[config.mk]
export PLATFORM = sky130hd
export DESIGN_NAME = discrete_values_table_loader
export DESIGN_NICKNAME = d
export VERILOG_FILES = /design/src/rtl/discrete_values_table_loader.sv
export SDC_FILE = /design/constraint.sdc
export NUM_CORES = 1
export LEC_CHECK = 0
export ABC_AREA = 1
export CAP_MARGIN = 30
export CORE_MARGIN = 10
export CORE_UTILIZATION = 47
export CTS_CLUSTER_DIAMETER = 50
export DETAILED_ROUTE_END_ITERATION = 10
export PLACE_DENSITY = 0.79
export RECOVER_POWER = 25
export SYNTH_ARGS = -nofsm -noshare
export SYNTH_HDL_FRONTEND = slang
export SYNTH_SLANG_ARGS = --single-unit
export TNS_END_PERCENT = 30
[constraint.sdc]
create_clock -name in_clk -period 2.1 [get_ports in_clk]
set_input_delay 0.21 -clock in_clk [delete_from_list [all_inputs] [get_ports in_clk]]
set_output_delay 0.21 -clock in_clk [all_outputs]
set_load 0.005 [all_outputs]
[src/rtl/discrete_values_table_loader.sv]
// discrete_values_table_loader: write-side front end of the discrete-value range table.
// Ports:
//   in_clk, in_reset_n         clock, asynchronous active-low reset
//   in_valid / out_ready       programming stream handshake
//   in_is_header               1 = header beat {variable index, value count, last flag}
//                              0 = range-pair beat {start, end}
//   in_clear_error             leaves the ERROR state
//   out_wr_*                   range-table write port, address {variable, value index}
//   out_count_*                per-variable value-count write port
//   out_done                   one-cycle pulse when the last variable completes
//   out_error, out_error_code  sticky error (1 bad count, 2 structure, 3 start>end)
module discrete_values_table_loader #(
    parameter int VAR_IDX_W = 4,
    parameter int VAL_IDX_W = 4,
    parameter int DATA_W    = 16
) (
    input  logic                         in_clk,
    input  logic                         in_reset_n,
    input  logic                         in_valid,
    output logic                         out_ready,
    input  logic                         in_is_header,
    input  logic [VAR_IDX_W-1:0]         in_variable_index,
    input  logic [VAL_IDX_W:0]           in_value_count,
    input  logic                         in_last_variable,
    input  logic [DATA_W-1:0]            in_start_value,
    input  logic [DATA_W-1:0]            in_end_value,
    input  logic                         in_clear_error,
    output logic                         out_wr_en,
    output logic [VAR_IDX_W+VAL_IDX_W-1:0] out_wr_address,
    output logic [DATA_W-1:0]            out_wr_start,
    output logic [DATA_W-1:0]            out_wr_end,
    output logic                         out_count_wr_en,
    output logic [VAR_IDX_W-1:0]         out_count_variable_index,
    output logic [VAL_IDX_W:0]           out_count_value,
    output logic                         out_done,
    output logic                         out_error,
    output logic [1:0]                   out_error_code
);
    typedef enum logic [1:0] {S_IDLE, S_DATA, S_ERROR} state_t;

    localparam logic [VAL_IDX_W:0] MAX_CNT = {1'b1, {VAL_IDX_W{1'b0}}};

    state_t                          r_state;
    state_t                          w_state_next;
    logic                            r_ready;
    logic [VAR_IDX_W-1:0]            r_var;
    logic [VAL_IDX_W:0]              r_count;
    logic                            r_last;
    logic [VAL_IDX_W:0]              r_val_cnt;
    logic                            r_wr_en;
    logic [VAR_IDX_W+VAL_IDX_W-1:0]  r_wr_address;
    logic [DATA_W-1:0]               r_wr_start;
    logic [DATA_W-1:0]               r_wr_end;
    logic                            r_count_wr_en;
    logic [VAR_IDX_W-1:0]            r_count_var;
    logic [VAL_IDX_W:0]              r_count_value;
    logic                            r_done;
    logic                            r_error;
    logic [1:0]                      r_error_code;

    logic                            w_fire;
    logic                            w_bad_count;
    logic                            w_bad_range;
    logic [VAL_IDX_W:0]              w_cnt_inc;
    logic                            w_hdr_ok;
    logic                            w_wr;
    logic                            w_cnt_wr;
    logic                            w_done;
    logic                            w_err_set;
    logic [1:0]                      w_err_code;

    assign w_fire      = in_valid && r_ready;
    assign w_bad_count = (in_value_count == '0) || (in_value_count > MAX_CNT);
    assign w_bad_range = $signed(in_start_value) > $signed(in_end_value);
    assign w_cnt_inc   = r_val_cnt + 1'b1;

    always_ff @(posedge in_clk or negedge in_reset_n) begin
        if (!in_reset_n) r_state <= S_IDLE;
        else             r_state <= w_state_next;
    end

    always_comb begin
        w_state_next = r_state;
        w_hdr_ok     = 1'b0;
        w_wr         = 1'b0;
        w_cnt_wr     = 1'b0;
        w_done       = 1'b0;
        w_err_set    = 1'b0;
        w_err_code   = 2'd0;
        case (r_state)
            S_IDLE: if (w_fire) begin
                if (!in_is_header || w_bad_count) begin
                    w_state_next = S_ERROR;
                    w_err_set    = 1'b1;
                    w_err_code   = in_is_header ? 2'd1 : 2'd2;
                end else begin
                    w_state_next = S_DATA;
                    w_hdr_ok     = 1'b1;
                end
            end
            S_DATA: if (w_fire) begin
                if (in_is_header || w_bad_range) begin
                    w_state_next = S_ERROR;
                    w_err_set    = 1'b1;
                    w_err_code   = in_is_header ? 2'd2 : 2'd3;
                end else begin
                    w_wr = 1'b1;
                    if (w_cnt_inc == r_count) begin
                        w_cnt_wr     = 1'b1;
                        w_done       = r_last;
                        w_state_next = S_IDLE;
                    end
                end
            end
            S_ERROR: if (in_clear_error) w_state_next = S_IDLE;
            default: w_state_next = S_IDLE;
        endcase
    end

    always_ff @(posedge in_clk or negedge in_reset_n) begin
        if (!in_reset_n) begin
            r_ready       <= 1'b0;
            r_var         <= '0;
            r_count       <= '0;
            r_last        <= 1'b0;
            r_val_cnt     <= '0;
            r_wr_en       <= 1'b0;
            r_wr_address  <= '0;
            r_wr_start    <= '0;
            r_wr_end      <= '0;
            r_count_wr_en <= 1'b0;
            r_count_var   <= '0;
            r_count_value <= '0;
            r_done        <= 1'b0;
            r_error       <= 1'b0;
            r_error_code  <= 2'd0;
        end else begin
            // Registered ready tracks the state being entered, so it drops on the error edge.
            r_ready       <= w_state_next != S_ERROR;
            r_wr_en       <= w_wr;
            r_count_wr_en <= w_cnt_wr;
            r_done        <= w_done;
            if (w_hdr_ok) begin
                r_var     <= in_variable_index;
                r_count   <= in_value_count;
                r_last    <= in_last_variable;
                r_val_cnt <= '0;
            end
            if (w_wr) begin
                r_wr_address <= {r_var, r_val_cnt[VAL_IDX_W-1:0]};
                r_wr_start   <= in_start_value;
                r_wr_end     <= in_end_value;
                r_val_cnt    <= w_cnt_inc;
            end
            if (w_cnt_wr) begin
                r_count_var   <= r_var;
                r_count_value <= r_count;
            end
            if (w_err_set) begin
                r_error      <= 1'b1;
                r_error_code <= w_err_code;
            end else if (r_state == S_ERROR && in_clear_error) begin
                r_error      <= 1'b0;
                r_error_code <= 2'd0;
            end
        end
    end

    assign out_ready                = r_ready;
    assign out_wr_en                = r_wr_en;
    assign out_wr_address           = r_wr_address;
    assign out_wr_start             = r_wr_start;
    assign out_wr_end               = r_wr_end;
    assign out_count_wr_en          = r_count_wr_en;
    assign out_count_variable_index = r_count_var;
    assign out_count_value          = r_count_value;
    assign out_done                 = r_done;
    assign out_error                = r_error;
    assign out_error_code           = r_error_code;
endmodule
==> results of run 1 <==
[repair_timing]
item                                    in CTS  in global routing
endpoints found under the setup margin       1                 58
hold endpoints to repair                     0                  0
pin swaps                                    0                 16
setup buffers                                0                  3
gates resized for setup                      0                 39
cloned                                       0                  2
[cell usage after synthesis, drive strengths merged]
master,instances,area share
o21bai,1,0.0022
nor2,17,0.020
inv,54,0.060
dfrtp,73,0.53
nand3,22,0.034
ha,17,0.062
clkbuf,4,0.0044
a21oi,9,0.013
xnor2,2,0.0051
mux2,1,0.0033
nand2,141,0.16
o22ai,3,0.0091
nor4,1,0.0037
buf,9,0.020
nand4,3,0.0055
o21ai,32,0.047
xor2,6,0.015
nor3,2,0.0029
[worst max path at each step]
| stage | to | cells past startpoint | from |
|---|---|---|---|
| 2_1_floorplan | r_state[0] | 9 | r_val_cnt[0] |
| 3_5_place_dp | out_wr_start[10] | 16 | in_end_value[7] |
| 3_3_place_gp | out_count_value[3] | 15 | in_end_value[7] |
| 5_1_grt | out_wr_start[8] | 14 | in_start_value[15] |
| 4_1_cts | out_wr_start[10] | 14 | in_start_value[15] |
| 6_report | out_wr_start[8] | 14 | in_start_value[15] |
[where the power goes]
group	leakage, nW	internal, W	switching, W
clock	0.103	0.000585	0.000546
combinational	1.52	0.00119	0.000917
sequential	0.963	0.00196	0.000354
[layout by cell type (no fill, tap or decap), drive strengths merged]
master / instances
nand4: 3
bufinv: 1
clkdlybuf4s50: 100
ha: 17
nand3: 22
a21oi: 9
nand2: 141
buf: 16
inv: 56
nor4: 1
o22ai: 3
nor3: 2
xor2: 6
xnor2: 2
clkinvlp: 1
dlymetal6s2s: 1
clkinv: 2
o21bai: 1
dfrtp: 73
clkbuf: 13
nor2: 17
o21ai: 32
mux2: 1
[through the flow]
| stage | cell area (um^2) | std cells | util | total power [W] |
|---|---|---|---|---|
| 6_report | 5085 | 619 | 0.7086 | 0.005545 |
| 3_3_place_gp | 4612 | 598 | 0.6427 | 0.004232 |
| 5_1_grt | 5085 | 619 | 0.7086 | 0.005892 |
| 2_1_floorplan | 3420 | 397 | - | 0.003061 |
| 4_1_cts | 4815 | 614 | 0.6710 | 0.005477 |
| 3_5_place_dp | 4612 | 598 | 0.6427 | 0.004324 |
[registers in the layout, summed over array words and instances (netlist names), 4 cells and up]
register,count
out_count_value,5
out_count_variable_index,4
out_wr_address,8
out_wr_end,16
out_wr_start,16
r_count,5
r_val_cnt,5
r_var,4
[worst min-delay path: stages]
cell,delay [ns]
dlymetal6s2s_1,0.12
inv_1,0.07
o21ai_0,0.08
[metal layers]
layer	global-route usage	part of all wire
met4	0.07059	0.028
met2	0.2738	0.51
met3	0.04019	0.050
met5	0	0
met1	0.1761	0.41
[area by class of cell]
type,instances,area (um^2)
clock buffer,10,137.6
clock inverter,6,65.06
multi-input combinational,257,1474
timing repair buffer,120,1245
sequential,73,1827
fill,534,2091
inverter,54,212.7
tap,99,123.9
[kinds of logic (layout without fill, tap and decap cells)]
logic type / count (synthesis) / after routing
fa+ha+maj: 17 / 17
mux: 1 / 1
simple gates: 186 / 186
xor+xnor: 8 / 8
buf+inv: 67 / 190
flops: 73 / 73
compound gates: 45 / 45
==> results.md, run 1 <==
* Status: finished, violations left
* Failing checks: max-capacitance violations, max-slew violations
* Max-Cap Viols at 1
* Hold Crit Class: in2reg
* Post-synthesis simple-gate area fraction at 0.2236
* R2R depth at 9
* Skew-Pair Late Insertion Delay at 0.34 ns
* RSZ-0062 raised after global routing: yes
* Hold path start: in_end_value[13]
* GRT Total Usage at 0.1568
* Cts hold-fix bufs at 0
* Die area at 11090 um^2
* Initial Utilization at 0.4765
* Drt pass-1 iters at 4
* FF-to-FF End: r_state[0]
* Fmax at 487.9 MHz
* CP Data Arrival Time at 2.29 ns
* Cell Chain, Critical Path: clkdlybuf4s50_1 -> ha_4 -> nand2_2 -> o21bai_1 -> nand2_1 -> a21oi_2 -> nand2_2 -> nand2_2 -> nand3_4 -> nand2_8 -> inv_8 -> clkbuf_16 -> nand2_1 -> nand2_1
* Slew Viols, Final at 74
* Worst setup SP type: primary input
* Power density cells at 1091 nW/um^2
* Adder-cell share of the synthesized area at 0.06220
* Clk sinks at 73
* Number of CTS-inserted buffers at 9
* Syn Nets at 461
* Mapped Cells at 397
* Setup ws final at 0.05039 ns
* Placer congestion estimate at 0.7965
* Post-synthesis sequential area ratio at 0.5342
* Worst R2R Start: r_val_cnt[1]
* Mux cell area share after synthesis at 0.003293
* Number of global-route vias before repair at 3018
* DRC Markers at 0
* Fin crit share at 0.9760
* Worst Skew at 0.007272 ns
* Die Ht at 105.3 um
* Actual slew at the worst max-slew pin at 1.767 ns
* XOR/XNOR Fraction of Synth Area at 0.02049
* IO Pins at 103
* Peak VDD IR at 639.2 uV
* Reg2Reg Setup Slack at 0.12 ns
* Pre-CTS setup slack at -0.3335 ns
* H-Tree Depth at 3
* Synth Warn # at 0
* Worst path top cell family by delay: buffers and inverters
* Via count at 2972
* Post-layout min period at 2.050 ns
* Largest fanout on the critical path at 8
* Synth Register Bits at 73
* Share of post-route cells with drive strength above 1 at 0.1346
* Clock tree buffer depth at 2
* Largest family of logic cells by synthesized area: simple AND/OR/NAND/NOR gates
* Critical path class: in2reg
* DRT Wirelength at 9524 um
* Root Buffer: clkbuf_8
* Post-synthesis compound-gate area fraction at 0.07135
* P_leak at 2.583 nW
* Slew HR at -0.1777
* Buf/Inv on CP at 3
* Hold path depth at 3
* Setup violators final at 0
* Drt initial violations at 105
* CTS tree: yes
* Global route total overflow at 0
* Rows at 31
* Antenna Cells at 0
* CP required at 2.34 ns
* Unique masters post-synth at 25
* Vias per cell at 4.801
* Post-DP HPWL at 6696 um
* Nets at 579
* Hold endpoint: out_wr_end[13]
* First-pass GRT wire length at 14300 um
* Initial antenna violation count at 0
* Setup_tns at 0 ns
* Slowest cell delay on critical path at 0.57 ns
* Area growth syn-to-layout at 48.70%
* Worst Setup End Kind: flop
* Core Area at 7176 um^2
* Antenna Nets Post-Route at 0
* Largest net degree at the start of global routing at 74
* Die width at 105.3 um
* Syn Std Cell Area at 3420 um^2
* Final Hold Violating Endpoints at 0
* Clk slew on worst S/H paths at 0.08 ns
* Slowest cell on the critical path: clkdlybuf4s50_1
* Wire length per cell at 15.39 um
* Hold slack at 0.1663 ns
* Buffers on Ports at 102
* Mapped Avg Cell Area at 8.613 um^2
Note: power is estimated with default switching activity, not from simulation.
==> run 2, diff against run 1 <==
Settings changed: CELL_PAD_IN_SITES_DETAIL_PLACEMENT from default to 1, CELL_PAD_IN_SITES_GLOBAL_PLACEMENT from default to 1, CORE_UTILIZATION 47 to 34, PLACE_DENSITY 0.79 to default, PLACE_DENSITY_LB_ADDON from default to 0.1.
==> run 2 against run 1 <==
Net effect:
- the run now ends clean
- hold slack lost 0.0021 ns
- flip-flop and latch count is the same
- fmax grew 2.2%
- first-iteration DRC count shrank 8.6%
==> results.md, run 2 (synthesized netlist as in run 1, its figures left out) <==
* Status: completed
* Slowest cell on the critical path: clkdlybuf4s50_1
* Clock tree buffer depth at 2 (unchanged)
* Commonest non-fill, non-tap cell in the layout: nand2_1
* First-pass GRT wire length at 16400 um (+15%)
* H-Tree Depth at 3 (unchanged)
* Core Area at 9774 um^2 (+36%)
* Layout fillers at 1146 (+110%)
* DRT Wirelength at 9960 um (+4.6%)
* Area growth syn-to-layout at 51.15%
* R2R depth at 9 (unchanged)
* P_leak at 2.639 nW (+2.1%)
* Final Hold Violating Endpoints at 0 (unchanged)
* CTS tree: yes
* Skew-Pair Late Insertion Delay at 0.35 ns (about the same)
* Root Buffer: clkbuf_8
* Critical path class: in2reg
* Reg2Reg Setup Slack at 0.22 ns (+0.10 ns)
* Hold Crit Class: in2reg
* Die width at 120.3 um (+14%)
* Initial antenna violation count at 0 (unchanged)
* Pre-CTS setup slack at -0.3075 ns (+0.02605 ns)
* Largest net degree at the start of global routing at 52 (-30%)
* Via count at 3002 (+1.0%)
* GRT Total Usage at 0.1381 (-0.01877)
* Die area at 14470 um^2 (+30%)
* Drt pass-1 iters at 4 (unchanged)
* Slew Viols, Final at 0 (-100%)
* Worst setup SP type: primary input
* Setup violators final at 0 (unchanged)
* Die Ht at 120.3 um (+14%)
* Fmax at 498.5 MHz (+2.2%)
* Rows at 36 (+16%)
* Peak VDD IR at 495.4 uV (-22%)
* Post-DP HPWL at 7501 um (+12%)
* Worst Setup End Kind: flop
* CP required at 2.33 ns (about the same)
* Wire length per cell at 15.09 um (-1.9%)
* Antenna Nets Post-Route at 0 (unchanged)
* Global route total overflow at 0 (unchanged)
* Hold path start: in_start_value[8]
* IO Pins at 103 (unchanged)
* Share of post-route cells with drive strength above 1 at 0.1575 (+0.02288)
* Vias per cell at 4.548 (-5.3%)
* Number of CTS-inserted buffers at 9 (unchanged)
* Hold slack at 0.1642 ns (-0.002147 ns)
* Slowest cell delay on critical path at 0.47 ns (-0.10 ns)
* RSZ-0062 raised after global routing: yes
* Clk slew on worst S/H paths at 0.09 ns (about the same)
* Setup_tns at 0 ns (unchanged)
* Crit. Startpoint: in_start_value[9]
* CP Data Arrival Time at 2.24 ns (-0.05 ns)
* Finished Cell Area at 5169 um^2 (+1.6%)
* Clk sinks at 73 (unchanged)
* Initial Utilization at 0.3498 (-0.1267)
* DRC Markers at 0 (unchanged)
* Power density cells at 1042 nW/um^2 (-4.4%)
* Worst Skew at 0.009274 ns (+0.002001 ns)
* Fin crit share at 0.9552 (-0.02084)
* Max-Cap Viols at 0 (-1)
* Worst R2R Start: r_val_cnt[1]
* Hold path depth at 3 (unchanged)
* Antenna Cells at 0 (unchanged)
* Most frequent cells in the layout: nand2_1 (132), clkdlybuf4s50_1 (93), dfrtp_1 (73), inv_1 (47), o21ai_0 (24)
* Setup ws final at 0.09416 ns (+0.04377 ns)
* Buffers on Ports at 102 (unchanged)
* Number of global-route vias before repair at 3308 (+9.6%)
* Largest fanout on the critical path at 7 (-1)
* Actual slew at the worst max-slew pin at 1.297 ns (-0.4700 ns)
* Cell Area, Placed at 4679 um^2 (+1.5%)
* Placer congestion estimate at 0.7768 (-2.5%)
* CP most frequent cell: nand4_1
* Nets at 586 (+1.2%)
* Cell Chain, Critical Path: clkdlybuf4s50_1 -> ha_4 -> nand4_1 -> nor3_2 -> buf_4 -> nand4_1 -> nand3_4 -> nand2_4 -> buf_6 -> clkbuf_16 -> nand2_1 -> o21ai_0
* Drt initial violations at 96 (-8.6%)
* Slew HR at 0.1356 (+0.3133)
* Post-layout min period at 2.006 ns (-0.04377 ns)
[run 2: cell count changes in the layout (fill, tap and decap cells not counted), sizes merged]
cell	previous run	this run
dlygate4sd3	0	1
dlymetal6s2s	1	8
clkinvlp	1	3
clkdlybuf4s50	100	93
clkbuf	13	11
bufinv	1	0
inv	56	58
buf	16	23
clkinv	2	0
[run 2: final cells by class]
cell class	instances	area [um^2]	share of cell area
Sequential cell	73	1827	0.3534
Clock inverter	7	60.06	0.01162
Multi-Input combinational cell	257	1499	0.2900
Tap cell	133	166.4	0.03220
Clock buffer	9	123.9	0.02397
Timing Repair Buffer	127	1287	0.2491
Inverter	54	205.2	0.03970
[run 2: routing by layer]
metal,global-route usage,share of wire
met1,0.1618,0.44
met5,0,0
met3,0.05119,0.068
met2,0.2283,0.48
met4,0.04751,0.012
[run 2: path summary, 6_finish.rpt]
path / end
max: out_wr_end[15]
min: out_wr_start[8]
max reg2reg: out_count_value[3]
min reg2reg: out_count_value[4]
max in group asynchronous: r_count[4]
min in group asynchronous: out_wr_end[11]
[run 2: what timing repair did]
item                                    in CTS  in global routing
hold buffers                                 1                  0
endpoints found under the hold margin       49                  0
setup buffers                                0                  4
endpoints found under the setup margin       0                 61
resized for setup                            0                 50
[run 2: report_power, final]
part	switching (W)	total [W]	internal [W]
Combinational	0.000856	0.00204	0.00119
Sequential	0.000344	0.00230	0.00196
Clock	0.000595	0.00104	0.000449
Total	0.00180	0.00539	0.00359
[run 2: critical path, delay by kind of cell]
family / cells / cell delay [ns]
and+or+nand+nor: 6 / 0.75
AOI/OAI and AO/OA: 1 / 0.07
buffers and inverters: 4 / 0.91
adders and majority gates: 1 / 0.29
[run 2: metrics by stage]
step / power, W / instances / util
floorplan: 0.003061 / 397 / -
global placement: 0.004276 / 637 / 0.4788
detailed placement: 0.004342 / 637 / 0.4788
CTS: 0.005428 / 654 / 0.4986
global route: 0.005863 / 660 / 0.5288
finish: 0.005387 / 660 / 0.5288
==> run 3, diff against run 2 <==
Settings changed: GPL_ROUTABILITY_DRIVEN from default to 0.
==> results of run 3 <==
Final layout, timing and power as in run 2 (identical DEF).
